===== src/rtl/mul_err_monitor_pkg.sv =====
// Shared definitions for the multiplier error monitor.
//   - Operand and product widths of the multiplier under observation.
//   - Number of cycles spent in the shift-add multiply phase.
//   - FSM state type used by the monitor top level.
package mul_err_pkg;

  localparam int OP_W       = 16;
  localparam int PROD_W     = 32;
  localparam int MUL_CYCLES = 16;
  localparam int MUL_CNT_W  = $clog2(MUL_CYCLES);

  typedef logic [OP_W-1:0]   op_t;
  typedef logic [PROD_W-1:0] prod_t;

  typedef enum logic [1:0] {
    ST_IDLE = 2'd0,
    ST_MUL  = 2'd1,
    ST_CMP  = 2'd2,
    ST_ACC  = 2'd3
  } state_e;

endpackage


===== src/rtl/mul_err_monitor_if.sv =====
// Sample channel into the error monitor.
//   in_valid  : producer offers a sample
//   in_ready  : monitor can accept a sample
//   in_a/in_b : multiplier operands
//   in_prod   : approximate product under test
// master = sample producer, slave = monitor.
interface mul_err_monitor_if;

  logic                          in_valid;
  logic                          in_ready;
  logic [mul_err_pkg::OP_W-1:0]   in_a;
  logic [mul_err_pkg::OP_W-1:0]   in_b;
  logic [mul_err_pkg::PROD_W-1:0] in_prod;

  modport master (
    output in_valid,
    output in_a,
    output in_b,
    output in_prod,
    input  in_ready
  );

  modport slave (
    input  in_valid,
    input  in_a,
    input  in_b,
    input  in_prod,
    output in_ready
  );

endinterface


===== src/rtl/mul_err_monitor_seq_mul.sv =====
// Radix-2 shift-add unsigned multiplier, one bit of b per cycle, LSB first.
//   clk       : clock
//   rst_n     : asynchronous active-low reset
//   start_i   : load a_i/b_i and begin (ignored unless pulsed by the owner)
//   a_i, b_i  : operands
//   done_o    : high during the cycle whose closing edge performs the last step
//   product_o : accumulated product, final after the edge on which done_o is high
module seq_mul_16x16
  import mul_err_pkg::*;
(
  input  logic  clk,
  input  logic  rst_n,
  input  logic  start_i,
  input  op_t   a_i,
  input  op_t   b_i,
  output logic  done_o,
  output prod_t product_o
);

  localparam logic [MUL_CNT_W-1:0] LAST_STEP = MUL_CNT_W'(MUL_CYCLES - 1);

  logic                 run_q;
  logic [MUL_CNT_W-1:0] step_q;
  prod_t                mcand_q;
  op_t                  mplier_q;
  prod_t                acc_q;

  always_ff @(posedge clk or negedge rst_n) begin
    if (!rst_n) begin
      run_q    <= 1'b0;
      step_q   <= '0;
      mcand_q  <= '0;
      mplier_q <= '0;
      acc_q    <= '0;
    end else if (start_i) begin
      run_q    <= 1'b1;
      step_q   <= '0;
      mcand_q  <= {{(PROD_W-OP_W){1'b0}}, a_i};
      mplier_q <= b_i;
      acc_q    <= '0;
    end else if (run_q) begin
      if (mplier_q[0]) begin
        acc_q <= acc_q + mcand_q;
      end
      mcand_q  <= mcand_q << 1;
      mplier_q <= mplier_q >> 1;
      step_q   <= step_q + 1'b1;
      if (step_q == LAST_STEP) begin
        run_q <= 1'b0;
      end
    end
  end

  // Combinational so the owner's FSM can leave its multiply state on the
  // same edge that completes the final accumulation step.
  assign done_o    = run_q && (step_q == LAST_STEP);
  assign product_o = acc_q;

endmodule


===== src/rtl/mul_err_monitor.sv =====
// Error monitor for an approximate 16x16 multiplier.
// Each accepted sample is re-multiplied exactly, compared with the supplied
// approximate product, and folded into running statistics.
//   clk, rst_n        : clock, asynchronous active-low reset
//   clear             : synchronous clear of sum_err/max_err/count
//   smp (slave)       : sample channel (in_valid/in_ready/in_a/in_b/in_prod)
//   err_valid         : one-cycle pulse, err_abs/err_sign belong to latest sample
//   err_abs, err_sign : |exact - in_prod|, 1 when in_prod < exact
//   sum_err, max_err  : saturating running sum and maximum of err_abs
//   count             : saturating sample count
//   busy              : high whenever not IDLE
module mul_err_monitor
  import mul_err_pkg::*;
#(
  parameter int SUM_W = 48,
  parameter int CNT_W = 16
) (
  input  logic                clk,
  input  logic                rst_n,
  input  logic                clear,
  mul_err_monitor_if.slave    smp,
  output logic                err_valid,
  output prod_t               err_abs,
  output logic                err_sign,
  output logic [SUM_W-1:0]    sum_err,
  output prod_t               max_err,
  output logic [CNT_W-1:0]    count,
  output logic                busy
);

  state_e             state_q, state_d;
  prod_t              prod_cap_q, prod_cap_d;
  prod_t              err_abs_q, err_abs_d;
  logic               err_sign_q, err_sign_d;
  logic [SUM_W-1:0]   sum_q, sum_d;
  prod_t              max_q, max_d;
  logic [CNT_W-1:0]   cnt_q, cnt_d;

  logic               accept;
  logic               mul_done;
  prod_t              exact;
  logic [SUM_W:0]     sum_wide;

  assign accept = (state_q == ST_IDLE) && smp.in_valid;

  seq_mul_16x16 u_mul (
    .clk       (clk),
    .rst_n     (rst_n),
    .start_i   (accept),
    .a_i       (smp.in_a),
    .b_i       (smp.in_b),
    .done_o    (mul_done),
    .product_o (exact)
  );

  // One extra bit catches the carry out so the sum can clamp instead of wrap.
  assign sum_wide = {1'b0, sum_q} + {{(SUM_W-PROD_W+1){1'b0}}, err_abs_q};

  always_comb begin
    state_d    = state_q;
    prod_cap_d = prod_cap_q;
    err_abs_d  = err_abs_q;
    err_sign_d = err_sign_q;
    sum_d      = sum_q;
    max_d      = max_q;
    cnt_d      = cnt_q;

    case (state_q)
      ST_IDLE: begin
        if (smp.in_valid) begin
          prod_cap_d = smp.in_prod;
          state_d    = ST_MUL;
        end
      end
      ST_MUL: begin
        if (mul_done) begin
          state_d = ST_CMP;
        end
      end
      ST_CMP: begin
        if (exact > prod_cap_q) begin
          err_abs_d  = exact - prod_cap_q;
          err_sign_d = 1'b1;
        end else begin
          err_abs_d  = prod_cap_q - exact;
          err_sign_d = 1'b0;
        end
        state_d = ST_ACC;
      end
      ST_ACC: begin
        sum_d = sum_wide[SUM_W] ? {SUM_W{1'b1}} : sum_wide[SUM_W-1:0];
        if (err_abs_q > max_q) begin
          max_d = err_abs_q;
        end
        if (!(&cnt_q)) begin
          cnt_d = cnt_q + 1'b1;
        end
        state_d = ST_IDLE;
      end
      default: state_d = ST_IDLE;
    endcase

    // Clear overrides any same-cycle accumulation; the in-flight result
    // (err_abs/err_sign) is deliberately left alone.
    if (clear) begin
      sum_d = '0;
      max_d = '0;
      cnt_d = '0;
    end
  end

  always_ff @(posedge clk or negedge rst_n) begin
    if (!rst_n) begin
      state_q    <= ST_IDLE;
      prod_cap_q <= '0;
      err_abs_q  <= '0;
      err_sign_q <= 1'b0;
      sum_q      <= '0;
      max_q      <= '0;
      cnt_q      <= '0;
    end else begin
      state_q    <= state_d;
      prod_cap_q <= prod_cap_d;
      err_abs_q  <= err_abs_d;
      err_sign_q <= err_sign_d;
      sum_q      <= sum_d;
      max_q      <= max_d;
      cnt_q      <= cnt_d;
    end
  end

  assign smp.in_ready = (state_q == ST_IDLE);
  assign busy         = (state_q != ST_IDLE);
  assign err_valid    = (state_q == ST_ACC);
  assign err_abs      = err_abs_q;
  assign err_sign     = err_sign_q;
  assign sum_err      = sum_q;
  assign max_err      = max_q;
  assign count        = cnt_q;

endmodule


===== src/flat_wrapper.sv =====
// flat-port wrapper written by rule: the top's interface ports become plain ports
module mul_err_monitor_flat import mul_err_pkg::*;
#(
  parameter int SUM_W = 48,
  parameter int CNT_W = 16
)
  (clk, rst_n, clear, err_valid, err_abs, err_sign, sum_err, max_err, count, busy, smp_in_valid, smp_in_a, smp_in_b, smp_in_prod, smp_in_ready);
  mul_err_monitor_if smp_i ();
  input  logic clk;
  input  logic rst_n;
  input  logic clear;
  output logic err_valid;
  output prod_t err_abs;
  output logic err_sign;
  output logic [SUM_W-1:0] sum_err;
  output prod_t max_err;
  output logic [CNT_W-1:0] count;
  output logic busy;
  input wire logic [$bits(smp_i.in_valid)-1:0] smp_in_valid;
  input wire logic [$bits(smp_i.in_a)-1:0] smp_in_a;
  input wire logic [$bits(smp_i.in_b)-1:0] smp_in_b;
  input wire logic [$bits(smp_i.in_prod)-1:0] smp_in_prod;
  output wire logic [$bits(smp_i.in_ready)-1:0] smp_in_ready;
  assign smp_i.in_valid = smp_in_valid;
  assign smp_i.in_a = smp_in_a;
  assign smp_i.in_b = smp_in_b;
  assign smp_i.in_prod = smp_in_prod;
  assign smp_in_ready = smp_i.in_ready;
  mul_err_monitor #(.SUM_W(SUM_W), .CNT_W(CNT_W)) u_core (.clk(clk), .rst_n(rst_n), .clear(clear), .smp(smp_i), .err_valid(err_valid), .err_abs(err_abs), .err_sign(err_sign), .sum_err(sum_err), .max_err(max_err), .count(count), .busy(busy));
endmodule

===== config.mk =====
export PLATFORM = sky130hd
export DESIGN_NAME = mul_err_monitor_flat
export DESIGN_NICKNAME = d
export VERILOG_FILES = /design/src/rtl/mul_err_monitor_pkg.sv /design/src/rtl/mul_err_monitor_if.sv /design/src/rtl/mul_err_monitor_seq_mul.sv /design/src/rtl/mul_err_monitor.sv /design/src/flat_wrapper.sv
export SDC_FILE = /design/constraint.sdc
export NUM_CORES = 1
export LEC_CHECK = 0
export CORE_ASPECT_RATIO = 0.9
export CORE_MARGIN = 8
export CORE_UTILIZATION = 55
export CTS_CLUSTER_SIZE = 20
export DETAILED_ROUTE_END_ITERATION = 8
export GPL_TIMING_DRIVEN = 0
export PLACE_DENSITY = 0.82
export SYNTH_ARGS = -nofsm -noshare
export SYNTH_HDL_FRONTEND = slang
export SYNTH_SLANG_ARGS = --single-unit

===== constraint.sdc =====
create_clock -name clk -period 4.9 [get_ports clk]
set_clock_uncertainty 0.2 [all_clocks]
set_input_delay 0.98 -clock clk [delete_from_list [all_inputs] [get_ports clk]]
set_output_delay 0.98 -clock clk [all_outputs]
set_load 0.01 [all_outputs]

[After elaboration in Yosys (flattened, before gate mapping)]
Cells that the tools add are included.
Storage, ports and cells
  flip-flop bits (word level): 248
  input port bits: 68
  output and inout bits: 132
  logic and storage cells: 67
Operators by class
  muxes and demuxes: 26
  add/subtract/negate cells: 6
  equal/unequal tests: 7
  $lt $le $gt $ge: 2
  reduce and logical (&&, ||, !) cells: 14
Operator list (number)
  2-to-1 mux 32 bit: 9
  2-to-1 mux 48 bit: 3
  2-to-1 mux 16 bit: 5
  > comparator 32 bit: 2
  subtractor 32 bit: 2
  adder 48 x 32 -> 49 bit: 1
  adder 32 bit: 1
  adder 16 x 1 -> 16 bit, second input constant: 1
  AND reduction 16 bit: 1
  AND reduction 2 bit: 5
  nonzero test 2 bit: 5
  2-to-1 mux 4 bit: 2
  one-hot mux 2 bit (4 select lines): 1
  adder 4 x 1 -> 4 bit, second input constant: 1
  == test 2 bit, second input constant: 2
  == test 4 bit, second input constant: 1
  2-to-1 mux 1 bit: 4
  2-to-1 mux 2 bit: 2
  inequality test 2 bit, second input constant: 2
  == test 2 x 1 -> 1 bit, second input constant: 1
  logical AND 1 bit: 2
  logical NOT 2 bit: 1
  inequality test 2 x 1 -> 1 bit, second input constant: 1

[Logic depth before layout (Yosys ltp)]
Gate-level depths: netlist (run 1).
  depth in word-level cells: 4
  mapped depth: 14
  gate-level depth less buffers: 13

[By module]
From an unflattened synthesis (run 1), not the netlist that was laid out.
Unflattened totals
  cells, all modules: 2136
  area total of the unflattened synthesis: 18343.8 um^2
By module, submodules not included
  mul_err_monitor: cells an instance 1579, sequential area each 4078.9 um^2, instances 1, area each 13197.7 um^2
  seq_mul_16x16: cells an instance 557, sequential area each 2127.0 um^2, instances 1, area each 5146.2 um^2

[Worst setup path after synthesis (run 1)]
No wires, ideal clock.
  path kind: flip-flop to flip-flop
  start: register u_core.u_mul.acc_q[5], in the netlist u_core.u_mul.product_o[5]
  end: register u_core.err_abs_q[24], in the netlist u_core.err_abs[24]
  buffers on the path: 1
  data required time: 4.580 ns
  slack: 1.244 ns
  clock period less this slack: 3.656 ns
  data arrival time: 3.336 ns
  library setup time: 0.120 ns
  stages on the path, launching flop included: 13
  path through: dfrtp_1 inv_1 ha_1 buf_6 a2111o_1 o22a_1 a2111oi_4 o31ai_2 a211o_4 nand2_4 mux2_2 or3_1 a31o_1
On the way
  cells in the longest elaborated chain, start to end: 2
  elaborated cells between the ends (all ways): 4
  classes of those cells: add/sub: 2; order compare: 1; mux: 1
RTL lines
  start, declared: RTL line mul_err_monitor_seq_mul.sv:26  | prod_t acc_q;
  start signal, assigned: RTL line mul_err_monitor_seq_mul.sv:43  | acc_q <= acc_q + mcand_q;
  subtractor 32 bit (tied with other cells): RTL line mul_err_monitor.sv:85  | err_abs_d = prod_cap_q - exact;
  2-to-1 mux 32 bit *: RTL line mul_err_monitor.sv:81  | if (exact > prod_cap_q) begin
  end signal, assigned: RTL line mul_err_monitor.sv:124  | err_abs_q <= err_abs_d;
  end, declared: RTL line mul_err_monitor.sv:33  | prod_t err_abs_q, err_abs_d;
Mark *: on every way between the ends. The rest lies on a longest branch, timed or not.
A chain may end at the register's enable or synchronous reset.

[Final worst setup path (run 1)]
  start: register u_core.err_abs_q[0], in the netlist u_core.err_abs[0]
  end: register u_core.sum_q[26], in the netlist u_core.sum_err[26]
On the way
  cells in the longest elaborated chain, start to end: 4
RTL lines
  adder 48 x 32 -> 49 bit: RTL line mul_err_monitor.sv:57  | assign sum_wide = {1'b0, sum_q} + {{(SUM_W-PROD_W+1){1'b0}}, err_abs_q};
  2-to-1 mux 48 bit: RTL line mul_err_monitor.sv:91  | sum_d = sum_wide[SUM_W] ? {SUM_W{1'b1}} : sum_wide[SUM_W-1:0];
  2-to-1 mux 48 bit: RTL line mul_err_monitor.sv:68  | case (state_q)
  2-to-1 mux 48 bit: RTL line mul_err_monitor.sv:105  | if (clear) begin
  end signal, assigned: RTL line mul_err_monitor.sv:126  | sum_q <= sum_d;
  end, declared: RTL line mul_err_monitor.sv:35  | logic [SUM_W-1:0] sum_q, sum_d;
No other way between the ends. The select of a mux whose other input is x is not followed.

==> results of run 1 <==
[layer usage]
metal  up-vias  global-route usage (%)  wire [um]
li1       7689                       -          -
met2       557                    45.7      24800
met4         0                    9.44       1830
met5         -                       0          0
met1      7799                    35.2      22500
met3       113                    3.83       3370
[sequential cells by signal (all words and copies together) (netlist names)]
name and flops:
u_core.sum_err 48, u_core.err_abs 32, u_core.max_err 32, u_core.prod_cap_q 32, u_core.u_mul.mcand_q 32, u_core.u_mul.product_o 32, u_core.count 16, u_core.u_mul.mplier_q 16
u_core.u_mul.step_q 4, u_core.state_q 2, u_core.err_sign 1, u_core.u_mul.run_q 1
[layout make-up]
class / count / share of cell area (%)
Timing Repair Buffer: 200 / 9.64
Clock inverter: 15 / 1.35
Tap cell: 416 / 2.46
Buffer: 97 / 1.81
Sequential cell: 248 / 29.3
Clock buffer: 37 / 3.85
Multi-Input combinational cell: 1553 / 49.3
Inverter: 128 / 2.27
[synthesized netlist by cell type (all sizes together) (11+ instances only)]
master	instances	area share (%)
or3	12	0.43
a211oi	20	0.89
inv	128	2.7
nor2b	19	0.68
nand3	29	0.83
a21oi	174	5.0
buf	19	0.51
nand2b	11	0.39
o21a	26	1.1
xor2	34	1.7
nor3	37	1.1
nand2	197	4.3
ha	164	12
a311oi	29	1.4
a31oi	16	0.57
nor2	218	4.7
and3	15	0.54
nand4	35	1.2
dfrtp	248	35
a21o	69	3.0
o21bai	13	0.56
o31ai	15	0.70
xnor2	45	2.2
clkbuf	78	1.7
o21ai	142	4.1
mux2i	106	6.1
[worst max-delay path, delay by kind of cell (launching register included)]
kind,cells,cell delay [ns]
flip-flops,1,0.47
buffers and inverters,1,0.53
AO/OA/AOI/OAI,7,2.08
adder cells (fa/ha/maj),2,0.74
AND/OR/NAND/NOR,1,0.45
[final timing paths]
| path | from | end | cells after the start |
|---|---|---|---|
| hold reg to reg | u_core.sum_err[35]$_DFFE_PN0P_ | u_core.sum_err[35]$_DFFE_PN0P_ | 1 |
| setup / recovery | u_core.err_abs[0]$_DFFE_PN0P_ | u_core.sum_err[26]$_DFFE_PN0P_ | 11 |
| setup reg to reg | u_core.err_abs[0]$_DFFE_PN0P_ | u_core.sum_err[26]$_DFFE_PN0P_ | 11 |
| hold / removal | rst_n | u_core.sum_err[22]$_DFFE_PN0P_ | 1 |
| min in group clk | u_core.sum_err[35]$_DFFE_PN0P_ | u_core.sum_err[35]$_DFFE_PN0P_ | 1 |
| max in group asynchronous | rst_n | u_core.u_mul.mcand_q[0]$_DFFE_PN0P_ | 2 |
[kinds of logic (layout without fill, tap and decap cells)]
logic type / Yosys count / after routing
adder cells (fa/ha/maj): 168 / 168
XOR/XNOR: 79 / 79
AO/OA/AOI/OAI: 581 / 581
AND/OR/NAND/NOR: 611 / 611
buffers and inverters: 225 / 477
multiplexers: 114 / 114
flip-flops: 248 / 248
[power by group]
| group | total (uW) | switching (uW) | internal, uW |
|---|---|---|---|
| Sequential | 3740 | 909 | 2830 |
| Clock | 2470 | 878 | 1590 |
| Combinational | 10700 | 6180 | 4500 |
| Total | 16900 | 7970 | 8910 |
[metrics by stage]
step | worst slack, ns | TNS [ns] | area (um2) | utilization, %
after global placement | -7.73 | -1908.34 | 20000 | 63.3
after floorplan | 1.24 | 0 | 17500 | -
final | 0.264 | 0 | 21200 | 66.9
after global routing | 0.00852 | 0 | 21200 | 66.9
after CTS | 0.316 | 0 | 21200 | 66.9
after detailed placement | 0.362 | 0 | 20100 | 63.5
==> reports/metrics.yaml, run 1 <==
outcome:
  outcome: "completed"
clock_tree:
  htree_num_levels: 1
  cts_hold_buffers: 0
  root_buffer: "clkbuf_16"
  cts_tree: "done"
  cts_buffers: 28
  cts.sinks: 248
  clk_latency_ns: 0.55
  post_cts_buffers: 0
  cts_resized: 0
  clkTransAtPathRegs_ns: 0.06
  cts_buffer_depth: 3
timing:
  rsz0062_at_grt: "no"
  hold_viol_final: 0
  tightest_slew_ns: 0.897
  min_period_ns: 4.64
  setup_viol_count_final: 0
  maxSlewViolCount: 0
  max_freq_mhz: 216
  slew_headroom_pct: 39.4
  fin_hold_ws_ns: 0.102
  period_share_pct: 94.6
floorplanning:
  die_h_um: 185
  die-area_um2: 37800
  row_count: 62
  coreArea_um2: 31700
  initial_utilization_pct: 55.4
  io_pins: 200
  die_width_um: 204
detailed_routing:
  drt-wirelength-per-cell_um: 19.5
  drt_iter0_drc: 1012
  num_vias: 16158
  route.detailed.drc: 0
  routed_via_density: 6.00
  dr.pass1.iters: 7
  routed_wl_um: 52500
  ant_nets: 0
setup_path:
  start_kind: "flop"
  path_class: "flop to flop"
  crit_path_end_kind: "flop"
  arrival_ns: 4.82
  critPathMostFrequentCell: "a211oi_1"
  max_stage_delay_ns: 0.53
  crit_chain: "ha_1 > fa_1 > a211oi_1 > o21bai_1 > a211oi_1 > o31ai_1 > a21oi_1 > o2111ai_1 > nand3b_1 > clkbuf_1 > a311oi_1"
  reg2reg_slack_ns: 0.26
  critPathRequiredTime_ns: 5.09
  critical-path-slowest-cell: "clkbuf_1"
  worstPathMaxFanout: 10
layout:
  multiInputGateArea_um2: 10500
  area_growth_syn_to_layout_pct: 20.9
  seqCellArea_um2: 6210
  final_cells: 2694
  most-common-layout-cells: "248 x dfrtp_1, 217 x nor2_1, 197 x clkdlybuf4s50_1, 196 x nand2_1, 174 x a21oi_1"
  nFillCells: 2565
  num_antenna_cells: 0
  final_common_cell: "dfrtp_1"
  nets: 2492
  drive_gt1_share_pct: 3.99
yosys:
  synth-xor-area-share_pct: 3.95
  synth_cells: 2026
  synth-compound-area-share_pct: 21.3
  ys.flop_type: "dfrtp_1"
  synth_fa_ha_area_share_pct: 12.2
  muxShareOfSynthArea_pct: 6.57
  yosys_warnings: 0
  synthSimpleGateAreaFrac_pct: 15.7
  synth.distinct_cells: 78
  synth_top_family_by_area: "compound AO/OA/AOI/OAI gates"
  syn-num-nets: 2262
  syn-mean-instance-area_um2: 8.65
  synth-edff-count: 0
  synth-async-reset-ratio_pct: 100
  synth_area_um2: 17500
  yosys_register_bits: 248
  ys_seq_area_share_pct: 35.4
place:
  gp_congestion: 0.931
  place_inst: 2642
  dp_hpwl_um: 41200
  io_buffer_count: 198
global_routing:
  grt.overflow.total: 0
  track_usage_pct: 27.1
  grt_pass1_wl_um: 84200
  antenna_found_initial: 0
  grt_max_degree: 120
  grt_pass1_vias: 16059
pwr:
  power_uw: 16900
  powerDensity_nw_per_um2: 797
  ir_worst_vdd_v: 0.000453
  leakage_uw: 0.00990
run:
  max_cap_violations: 0
min_path:
  hold_class: "primary input to async pin"
Note: power is estimated with default switching activity, not from simulation.
==> inputs of run 2 (changes only) <==
--- a/config.mk
+++ b/config.mk
@@ -5,9 +5,10 @@
 export SDC_FILE = /design/constraint.sdc
 export NUM_CORES = 1
 export LEC_CHECK = 0
-export CORE_ASPECT_RATIO = 0.9
+export ABC_CLOCK_PERIOD_IN_PS = 4900
 export CORE_MARGIN = 8
 export CORE_UTILIZATION = 55
+export CTS_BUF_LIST = sky130_fd_sc_hd__clkbuf_2 sky130_fd_sc_hd__clkbuf_4 sky130_fd_sc_hd__clkbuf_8
 export CTS_CLUSTER_SIZE = 20
 export DETAILED_ROUTE_END_ITERATION = 8
 export GPL_TIMING_DRIVEN = 0
==> run 2 against run 1 <==
Clock-buffer cell count is 30 higher. Die area hardly changed. Core utilization hardly changed. Hold slack better by 0.080 ns. Global-route usage is 0.43 points higher. Combinational power hardly changed.
==> reports/metrics.yaml, run 2 (same netlist as run 1, synthesis figures left out) <==
timing:
  period_share_pct: 93.8  # -0.83 points
  setup_viol_count_final: 0  # unchanged
  maxSlewViolCount: 0  # unchanged
  hold_viol_final: 0  # unchanged
  fin_hold_ws_ns: 0.183  # +0.0803 ns
  rsz0062_at_grt: "no"
  min_period_ns: 4.60  # -0.0406 ns
  max_freq_mhz: 218  # +0.88%
  tns_ns: 0  # unchanged
  slew_headroom_pct: 43.4  # +4.0 points
  tightest_slew_ns: 0.848  # -0.0485 ns
clock_tree:
  clk_latency_ns: 0.55  # about the same
  cts_buffers: 45  # +61%
  root_buffer: "clkbuf_8"
  cts_buffer_depth: 3  # unchanged
  cts.sinks: 248  # unchanged
  cts_tree: "done"
  clkTransAtPathRegs_ns: 0.06  # about the same
  htree_num_levels: 2  # +1
setup_path:
  crit_path_end_kind: "flop"
  worstPathMaxFanout: 10  # unchanged
  arrival_ns: 4.80  # -0.02 ns
  critical-path-slowest-cell: "a21oi_1"
  critPathRequiredTime_ns: 5.11  # +0.02 ns
  crit_chain: "ha_1 > fa_1 > a211oi_1 > o21bai_1 > a211oi_1 > o31ai_1 > a21oi_1 > o2111ai_1 > nand3b_1 > clkbuf_2 > nand2_1 > mux2i_1 > nor2_1"
  max_stage_delay_ns: 0.51  # -0.02 ns
  cp_num_buf_inv: 1  # unchanged
  start_kind: "flop"
  path_class: "flop to flop"
  reg2reg_slack_ns: 0.30  # +0.04 ns
  critPathMostFrequentCell: "a211oi_1"
  worst_path_dominant_cell_family: "compound AO/OA/AOI/OAI gates"
global_routing:
  antenna_found_initial: 0  # unchanged
  grtUsageMet2_pct: 48.5  # +2.7 points
  grt_pass1_wl_um: 86300  # +2.5%
  grt_pass1_vias: 16477  # +2.6%
  grt_use_met1_pct: 33.5  # -1.7 points
  grt_max_degree: 88  # -27%
  track_usage_pct: 27.5  # +0.43 points
  use_met3_pct: 4.32  # +0.49 points
  grt.busiest_layer: "met2"
  grt.overflow.total: 0  # unchanged
run:
  max_cap_violations: 0  # unchanged
place:
  io_buffer_count: 198  # unchanged
  dp_hpwl_um: 41900  # +1.6%
  gp_congestion: 0.964  # +3.6%
detailed_routing:
  ant_nets: 0  # unchanged
  dr.pass1.iters: 5  # -2
  route.detailed.drc: 0  # unchanged
  drt_iter0_drc: 1282  # +27%
  drt-wirelength-per-cell_um: 19.7  # +1.0%
  routed_via_density: 5.97  # -0.53%
  num_vias: 16120  # -0.24%
  routed_wl_um: 53300  # +1.3%
layout:
  nFillCells: 2561  # -0.16%
  area_growth_syn_to_layout_pct: 20.2
  most-common-layout-cells: "248 x dfrtp_1, 217 x nor2_1, 197 x clkdlybuf4s50_1, 196 x nand2_1, 174 x a21oi_1"
  drive_gt1_share_pct: 5.04  # +1.0 points
  final_common_cell: "dfrtp_1"
  num_antenna_cells: 0  # unchanged
  largest_reg_flops: 48  # unchanged
  nets: 2509  # +0.68%
floorplanning:
  io_pins: 200  # unchanged
  initial_utilization_pct: 55.7  # +0.31 points
  die_width_um: 195  # -4.7%
  row_count: 65  # +4.8%
  die-area_um2: 37800  # about the same
  coreArea_um2: 31500  # -0.56%
  die_h_um: 195  # +4.9%
outcome:
  outcome: "completed"
pwr:
  ir_worst_vdd_v: 0.000355  # -22%
  leakage_uw: 0.00988  # -0.23%
  powerDensity_nw_per_um2: 788  # -1.2%
min_path:
  hold_class: "primary input to async pin"
[run 2: changes by cell type in the layout (fill, tap and decap cells not counted)]
cell | before | now
clkbuf_8 | 6 | 59
clkbuf_4 | 0 | 8
clkbuf_2 | 1 | 2
clkinv_2 | 4 | 3
inv_6 | 1 | 0
clkbuf_1 | 79 | 76
clkinv_4 | 1 | 0
clkbuf_16 | 29 | 0
bufinv_16 | 8 | 3
[run 2: what timing repair did]
action                                  in CTS  in global routing
buffers inserted                             0                  0
resized for setup                            0                  4
hold buffers                                 0                  0
endpoints found under the setup margin       0                 12
[run 2: path summary, 6_finish.rpt]
path	from	cells past startpoint	to
worst max-delay path	u_core.err_abs[0]$_DFFE_PN0P_	13	u_core.sum_err[45]$_DFFE_PN0P_
worst min-delay path	rst_n	1	u_core.sum_err[27]$_DFFE_PN0P_
worst max register to register	u_core.err_abs[0]$_DFFE_PN0P_	13	u_core.sum_err[45]$_DFFE_PN0P_
worst min register to register	u_core.err_sign$_DFFE_PN0P_	1	u_core.err_sign$_DFFE_PN0P_
max in group asynchronous	rst_n	3	u_core.u_mul.mcand_q[5]$_DFFE_PN0P_
min in group clk	u_core.err_sign$_DFFE_PN0P_	1	u_core.err_sign$_DFFE_PN0P_
[run 2: metrics by stage]
step	utilization, %	worst slack, ns	cell area (um2)	power [uW]	instances
2_1_floorplan	-	1.24	17500	11000	2026
3_5_place_dp	63.8	0.260	20100	14300	2628
5_1_grt	66.9	0.0714	21100	17900	2702
4_1_cts	66.9	0.183	21100	16500	2702
3_3_place_gp	63.6	-7.80	20000	14000	2626
6_report	66.9	0.305	21100	16600	2702
[run 2: final cells by class]
class                      instances  area [um2]  area share [%]
multi-input combinational       1553       10500            49.7
sequential                       248        6210            29.5
timing repair buffer             200        2040            9.70
clock buffer                      67         872            4.14
tap                              402         503            2.39
inverter                         128         480            2.28
buffer                            97         384            1.82
clock inverter                     7         113           0.535
[run 2: layer usage]
layer	vias to the layer above	wire (um)
li1	7719	-
met1	7717	22300
met2	550	26100
met3	134	3040
met4	0	1790
met5	-	0
[run 2: where the power goes]
part	total [uW]	switching (uW)	internal [uW]
Sequential	3730	895	2830
Clock	2150	865	1280
Combinational	10700	6210	4500
